`config.mk`:
```
export PLATFORM = sky130hd
export DESIGN_NAME = evt_logger_flat
export DESIGN_NICKNAME = d
export VERILOG_FILES = /design/src/rtl/evt_logger_pkg.sv /design/src/rtl/evt_logger_if.sv /design/src/rtl/evt_logger_log_ram.sv /design/src/rtl/evt_logger.sv /design/src/flat_wrapper.sv
export SDC_FILE = /design/constraint.sdc
export NUM_CORES = 2
export LEC_CHECK = 0
export BUFFER_PORTS_ARGS = -buffer_cell sky130_fd_sc_hd__buf_2
export CAP_MARGIN = 10
export CORE_MARGIN = 5
export CORE_UTILIZATION = 35
export DETAILED_ROUTE_END_ITERATION = 12
export PLACE_DENSITY_LB_ADDON = 0.1
export SKIP_LAST_GASP = 1
export SYNTH_ARGS = -nofsm -noshare
export SYNTH_HDL_FRONTEND = slang
export SYNTH_HIERARCHICAL = 1
export SYNTH_SLANG_ARGS = --single-unit
export TNS_END_PERCENT = 5
```
`constraint.sdc`:
```
create_clock -name clk -period 5.65 [get_ports clk]
set_input_delay 1.13 -clock clk [delete_from_list [all_inputs] [get_ports clk]]
set_output_delay 1.13 -clock clk [all_outputs]
set_load 0.02 [all_outputs]
```
`src/rtl/evt_logger_pkg.sv`:
```
// Shared definitions for the event logger: source codes and entry field layout.
// Entry layout, MSB to LSB: {code, multi, pc, addr, en, wr}.
package logger_pkg;

  typedef enum logic [2:0] {
    X_STACK     = 3'd0,
    AC          = 3'd1,
    ATOMICITY   = 3'd2,
    DMA_AC      = 3'd3,
    DMA_DETECT  = 3'd4,
    DMA_X_STACK = 3'd5
  } src_code_e;

  localparam int unsigned WR_OFF   = 0;
  localparam int unsigned EN_OFF   = 1;
  localparam int unsigned ADDR_OFF = 2;

  function automatic int unsigned pc_off(input int unsigned addr_w);
    return ADDR_OFF + addr_w;
  endfunction

  function automatic int unsigned multi_off(input int unsigned pc_w, input int unsigned addr_w);
    return pc_off(addr_w) + pc_w;
  endfunction

  function automatic int unsigned code_off(input int unsigned pc_w, input int unsigned addr_w);
    return multi_off(pc_w, addr_w) + 1;
  endfunction

  function automatic int unsigned entry_w(input int unsigned code_w, input int unsigned pc_w,
                                          input int unsigned addr_w);
    return code_off(pc_w, addr_w) + code_w;
  endfunction

endpackage

```
`src/rtl/evt_logger_if.sv`:
```
// Event inputs, log status and read-port bundle of the event logger.
interface evt_logger_if #(
  parameter int unsigned NUM_SRC = 6,
  parameter int unsigned CODE_W  = 3,
  parameter int unsigned PC_W    = 16,
  parameter int unsigned ADDR_W  = 16,
  parameter int unsigned DEPTH   = 64
);
  import logger_pkg::*;

  localparam int unsigned AW      = $clog2(DEPTH);
  localparam int unsigned ENTRY_W = entry_w(CODE_W, PC_W, ADDR_W);

  logic [NUM_SRC-1:0]        evt;
  logic [PC_W-1:0]           pc;
  logic [NUM_SRC*ADDR_W-1:0] evt_addr;
  logic [NUM_SRC-1:0]        evt_en;
  logic [NUM_SRC-1:0]        evt_wr;
  logic                      clr;
  logic                      rd_en;
  logic [AW-1:0]             rd_addr;
  logic [ENTRY_W-1:0]        rd_data;
  logic                      rd_valid;
  logic [AW-1:0]             wr_ptr;
  logic [AW:0]               count;
  logic                      full;
  logic                      overflow;
  logic [15:0]               drop_cnt;

  modport master (
    output evt, pc, evt_addr, evt_en, evt_wr, clr, rd_en, rd_addr,
    input  rd_data, rd_valid, wr_ptr, count, full, overflow, drop_cnt
  );

  modport slave (
    input  evt, pc, evt_addr, evt_en, evt_wr, clr, rd_en, rd_addr,
    output rd_data, rd_valid, wr_ptr, count, full, overflow, drop_cnt
  );

endinterface

```
`src/rtl/evt_logger_log_ram.sv`:
```
// Simple dual-port log RAM with a synchronous, read-first read port.
module log_ram #(
  parameter int unsigned DEPTH = 64,
  parameter int unsigned WIDTH = 38
) (
  input  logic                     clk,
  input  logic                     rst,
  input  logic                     we,
  input  logic [$clog2(DEPTH)-1:0] waddr,
  input  logic [WIDTH-1:0]         wdata,
  input  logic                     re,
  input  logic [$clog2(DEPTH)-1:0] raddr,
  output logic [WIDTH-1:0]         rdata
);

  logic [WIDTH-1:0] mem [DEPTH];

  always_ff @(posedge clk) begin
    if (we) mem[waddr] <= wdata;
  end

  // Storage is never reset; only the output register is.
  always_ff @(posedge clk) begin
    if (rst)     rdata <= '0;
    else if (re) rdata <= mem[raddr];
  end

endmodule

```
`src/rtl/evt_logger.sv`:
```
// Priority event logger: picks the highest-priority trigger, captures an entry,
// and appends it to a circular log RAM (wrap or stop-on-full).
module evt_logger
  import logger_pkg::*;
#(
  parameter int unsigned NUM_SRC = 6,
  parameter int unsigned CODE_W  = 3,
  parameter int unsigned PC_W    = 16,
  parameter int unsigned ADDR_W  = 16,
  parameter int unsigned DEPTH   = 64,
  parameter bit          WRAP    = 1'b1,
  parameter bit          EDGE    = 1'b1
) (
  input logic         clk,
  input logic         rst,
  evt_logger_if.slave bus
);

  localparam int unsigned AW        = $clog2(DEPTH);
  localparam int unsigned ENTRY_W   = entry_w(CODE_W, PC_W, ADDR_W);
  localparam int unsigned PC_OFF    = pc_off(ADDR_W);
  localparam int unsigned MULTI_OFF = multi_off(PC_W, ADDR_W);
  localparam int unsigned CODE_OFF  = code_off(PC_W, ADDR_W);
  localparam logic [AW:0] FULL_CNT  = (AW+1)'(DEPTH);

  logic [NUM_SRC-1:0] evt_q;
  logic [NUM_SRC-1:0] trig;
  logic               sel_found;
  logic [ENTRY_W-1:0] entry_d;
  logic [ENTRY_W-1:0] cap_entry;
  logic               cap_v;
  logic [AW-1:0]      wr_ptr;
  logic [AW:0]        count;
  logic               full;
  logic               overflow;
  logic [15:0]        drop_cnt;
  logic               we;
  logic               rd_valid;

  assign trig = EDGE ? (bus.evt & ~evt_q) : bus.evt;

  // Lowest set trigger index wins; multi flags any extra trigger bit.
  always_comb begin
    sel_found = 1'b0;
    entry_d   = '0;
    for (int unsigned i = 0; i < NUM_SRC; i++) begin
      if (trig[i] && !sel_found) begin
        sel_found                    = 1'b1;
        entry_d[CODE_OFF +: CODE_W]  = CODE_W'(i);
        entry_d[ADDR_OFF +: ADDR_W]  = bus.evt_addr[i*ADDR_W +: ADDR_W];
        entry_d[EN_OFF]              = bus.evt_en[i];
        entry_d[WR_OFF]              = bus.evt_wr[i];
      end
    end
    entry_d[MULTI_OFF]       = |(trig & (trig - NUM_SRC'(1)));
    entry_d[PC_OFF +: PC_W]  = bus.pc;
  end

  // Stage C: edge history keeps loading through clr so a held flag is not re-logged.
  always_ff @(posedge clk) begin
    if (rst) begin
      evt_q     <= '0;
      cap_v     <= 1'b0;
      cap_entry <= '0;
    end else begin
      evt_q     <= bus.evt;
      cap_v     <= (|trig) && !bus.clr;
      cap_entry <= entry_d;
    end
  end

  assign full = (count == FULL_CNT);
  assign we   = cap_v && !bus.clr && (!full || WRAP);

  // Stage W: clr in the same cycle as a pending capture discards it.
  always_ff @(posedge clk) begin
    if (rst || bus.clr) begin
      wr_ptr   <= '0;
      count    <= '0;
      overflow <= 1'b0;
      drop_cnt <= '0;
    end else if (cap_v) begin
      if (!full) begin
        wr_ptr <= wr_ptr + AW'(1);
        count  <= count + (AW+1)'(1);
      end else if (WRAP) begin
        wr_ptr   <= wr_ptr + AW'(1);
        overflow <= 1'b1;
      end else begin
        overflow <= 1'b1;
        if (drop_cnt != '1) drop_cnt <= drop_cnt + 16'd1;
      end
    end
  end

  always_ff @(posedge clk) begin
    if (rst) rd_valid <= 1'b0;
    else     rd_valid <= bus.rd_en;
  end

  log_ram #(
    .DEPTH (DEPTH),
    .WIDTH (ENTRY_W)
  ) u_ram (
    .clk   (clk),
    .rst   (rst),
    .we    (we),
    .waddr (wr_ptr),
    .wdata (cap_entry),
    .re    (bus.rd_en),
    .raddr (bus.rd_addr),
    .rdata (bus.rd_data)
  );

  assign bus.rd_valid = rd_valid;
  assign bus.wr_ptr   = wr_ptr;
  assign bus.count    = count;
  assign bus.full     = full;
  assign bus.overflow = overflow;
  assign bus.drop_cnt = drop_cnt;

endmodule

```
`src/flat_wrapper.sv`:
```
// flat-port wrapper written by rule: the top's interface ports become plain ports
module evt_logger_flat import logger_pkg::*;
#(
  parameter int unsigned NUM_SRC = 6,
  parameter int unsigned CODE_W  = 3,
  parameter int unsigned PC_W    = 16,
  parameter int unsigned ADDR_W  = 16,
  parameter int unsigned DEPTH   = 64,
  parameter bit          WRAP    = 1'b1,
  parameter bit          EDGE    = 1'b1
)
  (clk, rst, bus_evt, bus_pc, bus_evt_addr, bus_evt_en, bus_evt_wr, bus_clr, bus_rd_en, bus_rd_addr, bus_rd_data, bus_rd_valid, bus_wr_ptr, bus_count, bus_full, bus_overflow, bus_drop_cnt);
  evt_logger_if #(.NUM_SRC(NUM_SRC), .CODE_W(CODE_W), .PC_W(PC_W), .ADDR_W(ADDR_W), .DEPTH(DEPTH)) bus_i ();
  input logic clk;
  input logic rst;
  input wire logic [$bits(bus_i.evt)-1:0] bus_evt;
  input wire logic [$bits(bus_i.pc)-1:0] bus_pc;
  input wire logic [$bits(bus_i.evt_addr)-1:0] bus_evt_addr;
  input wire logic [$bits(bus_i.evt_en)-1:0] bus_evt_en;
  input wire logic [$bits(bus_i.evt_wr)-1:0] bus_evt_wr;
  input wire logic [$bits(bus_i.clr)-1:0] bus_clr;
  input wire logic [$bits(bus_i.rd_en)-1:0] bus_rd_en;
  input wire logic [$bits(bus_i.rd_addr)-1:0] bus_rd_addr;
  output wire logic [$bits(bus_i.rd_data)-1:0] bus_rd_data;
  output wire logic [$bits(bus_i.rd_valid)-1:0] bus_rd_valid;
  output wire logic [$bits(bus_i.wr_ptr)-1:0] bus_wr_ptr;
  output wire logic [$bits(bus_i.count)-1:0] bus_count;
  output wire logic [$bits(bus_i.full)-1:0] bus_full;
  output wire logic [$bits(bus_i.overflow)-1:0] bus_overflow;
  output wire logic [$bits(bus_i.drop_cnt)-1:0] bus_drop_cnt;
  assign bus_i.evt = bus_evt;
  assign bus_i.pc = bus_pc;
  assign bus_i.evt_addr = bus_evt_addr;
  assign bus_i.evt_en = bus_evt_en;
  assign bus_i.evt_wr = bus_evt_wr;
  assign bus_i.clr = bus_clr;
  assign bus_i.rd_en = bus_rd_en;
  assign bus_i.rd_addr = bus_rd_addr;
  assign bus_rd_data = bus_i.rd_data;
  assign bus_rd_valid = bus_i.rd_valid;
  assign bus_wr_ptr = bus_i.wr_ptr;
  assign bus_count = bus_i.count;
  assign bus_full = bus_i.full;
  assign bus_overflow = bus_i.overflow;
  assign bus_drop_cnt = bus_i.drop_cnt;
  evt_logger #(.NUM_SRC(NUM_SRC), .CODE_W(CODE_W), .PC_W(PC_W), .ADDR_W(ADDR_W), .DEPTH(DEPTH), .WRAP(WRAP), .EDGE(EDGE)) u_core (.clk(clk), .rst(rst), .bus(bus_i));
endmodule
```
# After elaboration in Yosys (flattened, before gate mapping)
# Memories as Yosys holds them, arrays and structs flattened. A register that Yosys moved wholly into a read port is not among the register bits.
# Index checks and enable logic that the tools add are counted.
# classes
n_addsub	3
eq_ne	1
n_mux	18
bitwise	4
n_reduce_logical	19
# ops
operator	count
2-to-1 mux 18 bit	6
bitwise AND 6 bit	2
OR reduction 6 bit	2
2-to-1 mux 1 bit	8
adder 7 x 1 -> 7 bit (second input constant)	1
equality test 7 bit (second input constant)	1
logical AND 1 bit	7
adder 6 x 1 -> 6 bit (second input constant)	1
zero test 1 bit	6
2-to-1 mux 3 bit	2
NOT 6 bit	1
subtractor 6 x 1 -> 6 bit (second input constant)	1
2-to-1 mux 2 bit	2
AND reduction 2 bit	2
OR reduction 3 bit	1
logical OR 1 bit	1
NOT 1 bit	1
# word_totals
ff_bits	60
ram_bits	2432
input_bits	140
output_inout_bits	70
wordCells	54
memories	1
# memory_table
memory	words	width	rd	rd_clocked_by_memory_dff	wr	line	source
u_core.u_ram.mem	64	38	1	1	1	evt_logger_log_ram.sv:16	logic [WIDTH-1:0] mem [DEPTH];

# Longest topological paths before layout
# depth
depth_word	18
mapped_depth	11
ltp_nobuf	5

# Modules after synthesis
# Netlist, hierarchy kept.
# by_module_without_submodules
mod	instances	cells_per_inst	area_each_um2	seq_area_each_um2
log_ram	1	4287	94556.9	73790.8
evt_logger	1	398	3362.0	1201.2

# Least setup slack after synthesis
# No wires, ideal clock.
# synth_path
kind	input -> register
from	input port bus_clr
to	memory u_core.u_ram.mem[49][0], enable pin
setup_ps	480
arrival_ps	4349
required_time_ps	5170
setup_slack_ps	821
path_stages	4
path_buffers	0
cell_sequence	nor2_1 nor2b_1 nand4_1 nor3_1
# synth_via
elab_chain_len	4
# synth_rtl
item	line	source
start, declared	flat_wrapper.sv:21	input wire logic [$bits(bus_i.clr)-1:0] bus_clr;
zero test 1 bit	evt_logger.sv:73	assign we = cap_v && !bus.clr && (!full || WRAP);
logical AND 1 bit	evt_logger.sv:73	
2-to-1 mux 1 bit	evt_logger_log_ram.sv:19	if (we) mem[waddr] <= wdata;
2-to-1 mux 1 bit (not written as such)	evt_logger_log_ram.sv:19	
end, declared	evt_logger_log_ram.sv:16	
# Every way passes these cells.

# Final worst setup path
# layout_path
from	register u_core.cap_v
to	memory u_core.u_ram.mem[22][2], enable pin
# layout_via
elab_chain_len	3
# layout_rtl
item	line	source
start, declared	evt_logger.sv:31	logic cap_v;
start signal, assigned	evt_logger.sv:67	cap_v <= (|trig) && !bus.clr;
logical AND 1 bit	evt_logger.sv:73	
net u_core.we	evt_logger.sv:37	logic we;
2-to-1 mux 1 bit	evt_logger_log_ram.sv:19	
2-to-1 mux 1 bit (not written as such)	evt_logger_log_ram.sv:19	
# The timed path passes the listed nets, and every way through them passes these cells.

==> results_dict.tcl <==
set metrics [dict create \
    netlist_area_um2 97900 \
    wl_per_cell_um 34.7 \
    clkLatencyLatePin_ns 0.86 \
    dr.pass1.iters 5 \
    relSlewSlack_pct 15.3 \
    postRouteWirelength_um 316000 \
    path_clk_slew_ns 0.06 \
    synth_warnings 6 \
    synthFlopType "edfxtp_1" \
    synth_top_area_share_pct 74.6 \
    cts_buffers 289 \
    core_area_um2 279000 \
    multi_input_area_um2 21700 \
    syn_avg_cell_area_um2 20.9 \
    numClockSinks 2530 \
    gp_congestion 0.831 \
    critPathKind "flip-flop to flip-flop" \
    ios 210 \
    r2r_start "u_core/cap_v" \
    hold_end "u_core/bus.overflow" \
    r2r_setup_slack_ns 1.95 \
    hold_violations 0 \
    synth_seq_cells 2530 \
    die_x_um 539 \
    finalSetupViolations 0 \
    endpoint_kind "flip-flop" \
    die_y_um 539 \
    hold_path_class "flip-flop to flip-flop" \
    syn-instance-count 4685 \
    final-instance-count-excl-fill 9096 \
    rsz0062_at_grt "false" \
    p_clk_share_pct 43.8 \
    finalClockSkew_ns 0.0556 \
    detail-route-antenna-nets 0 \
    cts_root_buffer "clkbuf_16" \
    drive_above_1_share_pct 28.8 \
    drt-initial-drc-count 5285 \
    dpl.hpwl_um 186000 \
    ir_worst_vdd_v 0.000230 \
    maxCapViolCount 0 \
    nets 5290 \
    period_share_pct 65.5 \
    grt-ovfl-total 0 \
    post_drt_via_cell_ratio 5.56 \
    rr_worst_depth 6 \
    min_path_cells 2 \
    fin_crit_ns 3.70 \
    utilization_pct 40.9 \
    fin_setup_tns_ns 0 \
    rr_endpoint "u_core/u_ram/mem[22][2]" \
    synth-edff-count 2432 \
    post_cts.repair.setup_buffers 0 \
    status "finished clean" \
    grt_pass1_wl_um 435000 \
    internal_power_uw 31900 \
    grt_pass1_vias 51761 \
    worstMarginPinSlew_ns 1.27 \
    initial_utilization_pct 35.1 \
    cts_htree_levels 5 \
    n_fill_cell 24670 \
    maxSlewViolCount 0 \
    regArea_um2 75000 \
    syn_to_final_growth_pct 16.5 \
    max_freq_mhz 270 \
    arrival_ns 4.13 \
    drc_errors 0 \
    post_cts_resized 0 \
    cts_tree "yes" \
    yosysUniqueCellTypes 75 \
    cts-hold-fix-buffers 0 \
    place_inst 8575 \
    row_count 194 \
    fp.dieArea_um2 290000 \
    ys_seq_area_share_pct 76.6 \
    clockBufferDepth 4 \
    async_flop_share_pct 0 \
    synth_area_leaders "edfxtp_1 75%, mux4_2 11%, mux2i_1 3.0%" \
    yosysTopAreaCell "edfxtp_1" \
    grt_use_total_pct 21.3 \
    hold_start "u_core/bus.overflow" \
    power_density_nw_per_um2 359 \
    switching_share_pct 22.0 \
    p_sw_uw 9010 \
    crit_fanout 38 \
    grt_max_degree 100 \
    power.share.sequential_pct 50.9 \
    vias 50562 \
    port_buffers 193 \
    p_comb_share_pct 5.3 \
    startpoint_type "flip-flop" \
    p_leak_uw 0.0366 \
    required_ns 6.08 \
    antenna_found_initial 27 \
]
critical path, cell delays in order, from the launching register on:
cell     delay [ns]
dfxtp_1        0.53
inv_1          0.13
nor2_1         0.62
nor2b_1        0.33
nand3_1        0.55
nor2_4         0.25
buf_4          0.80
power groups by stage:
stage	clock network [µW]	logic [µW]	registers, µW
floorplan	0	1080	21400
global placement	0	2110	21300
detailed placement	0	2130	21300
CTS	18400	2140	20900
global route	19200	2280	20800
finish	18000	2150	20800
metrics by stage:
step | total power [µW] | hold slack [ns] | instance area (µm²) | setup WS [ns]
global route | 42300 | 0.461 | 114000 | 1.79
detailed placement | 23400 | 0.455 | 105000 | 1.22
finish | 41000 | 0.487 | 114000 | 1.95
CTS | 41400 | 0.407 | 114000 | 1.96
global placement | 23400 | 0.452 | 105000 | 0.431
floorplan | 22500 | 0.546 | 98000 | 0.821
layer usage:
metal | GRT usage (%) | wire, µm | vias up
li1 | - | - | 20678
met1 | 30.1 | 138000 | 27794
met2 | 34.3 | 150000 | 1741
met3 | 3.94 | 20400 | 343
met4 | 4.87 | 6800 | 6
met5 | 0 | 33 | -
cell usage after synthesis (20+ instances only):
library cell	instances
mux2_2	44
dfxtp_1	98
a221oi_1	41
o21ai_0	46
nand2_1	70
buf_2	66
nor2b_1	37
o221ai_1	38
nor3_1	24
a221o_1	26
nand3_1	25
o22ai_1	47
buf_6	39
a22oi_1	61
buf_4	55
a31oi_1	46
o21ai_1	24
a21oi_1	77
edfxtp_1	2432
o22a_1	20
nand3b_1	33
nor2_1	94
mux2i_1	290
mux4_2	491
o211ai_1	38
clkbuf_1	130
cells by family (layout without fill, tap and decap cells):
kind of cell    Yosys count  count (layout)  share of synthesized area (%)
fa+ha+maj                 4               4                         0.0486
flops                  2530            2530                           76.6
xor+xnor                  7               7                         0.0626
mux                     828             828                           14.8
compound gates          604             604                           4.53
buf+inv                 327             990                           1.92
simple gates            384             384                           2.05
other cells               1              25                        0.00383
how the worst max path moves through the flow:
| stage | slack (ns) | startpoint | cells past startpoint | end |
|---|---|---|---|---|
| 5_1_grt | 1.79 | u_core/cap_v | 6 | u_core/u_ram/mem[22][2] |
| 2_1_floorplan | 0.82 | bus_clr | 4 | u_core/u_ram/mem[49][0] |
| 3_5_place_dp | 1.22 | bus_rd_addr[0] | 8 | u_core/u_ram/rdata[30] |
| 4_1_cts | 1.96 | u_core/cap_v | 6 | u_core/u_ram/mem[22][2] |
| 3_3_place_gp | 0.43 | bus_rd_addr[0] | 8 | u_core/u_ram/rdata[18] |
| 6_report | 1.95 | u_core/cap_v | 6 | u_core/u_ram/mem[22][2] |
area by class of cell:
| class | instances | share of cell area (%) |
|---|---|---|
| Clock buffer | 393 | 7.01 |
| Inverter | 15 | 0.0515 |
| Timing Repair Buffer | 468 | 3.26 |
| Clock inverter | 114 | 0.831 |
| Sequential cell | 2530 | 65.8 |
| Tap cell | 3724 | 4.08 |
| Multi-Input combinational cell | 1843 | 19.0 |
| Antenna cell | 9 | 0.0197 |
flip-flops by register name (all words and copies together), names as in the netlist:
register             flops
u_core/bus.count         7
u_core/bus.overflow      1
u_core/bus.rd_valid      1
u_core/bus.wr_ptr        6
u_core/cap_entry        38
u_core/cap_v             1
u_core/evt_q             6
u_core/u_ram/mem      2432
u_core/u_ram/rdata      38
cells in the final DEF, fill, tap and decap left out, drive strengths merged, types with 77 or more instances in the layout:
| cell type | netlist | routed |
|---|---|---|
| mux4 | 491 | 491 |
| buf | 182 | 467 |
| clkbuf | 130 | 393 |
| a21oi | 77 | 77 |
| mux2i | 290 | 290 |
| edfxtp | 2432 | 2432 |
| clkinv | 10 | 95 |
| dfxtp | 98 | 98 |
| nor2 | 95 | 95 |
Power figures use the tool's default switching activity.
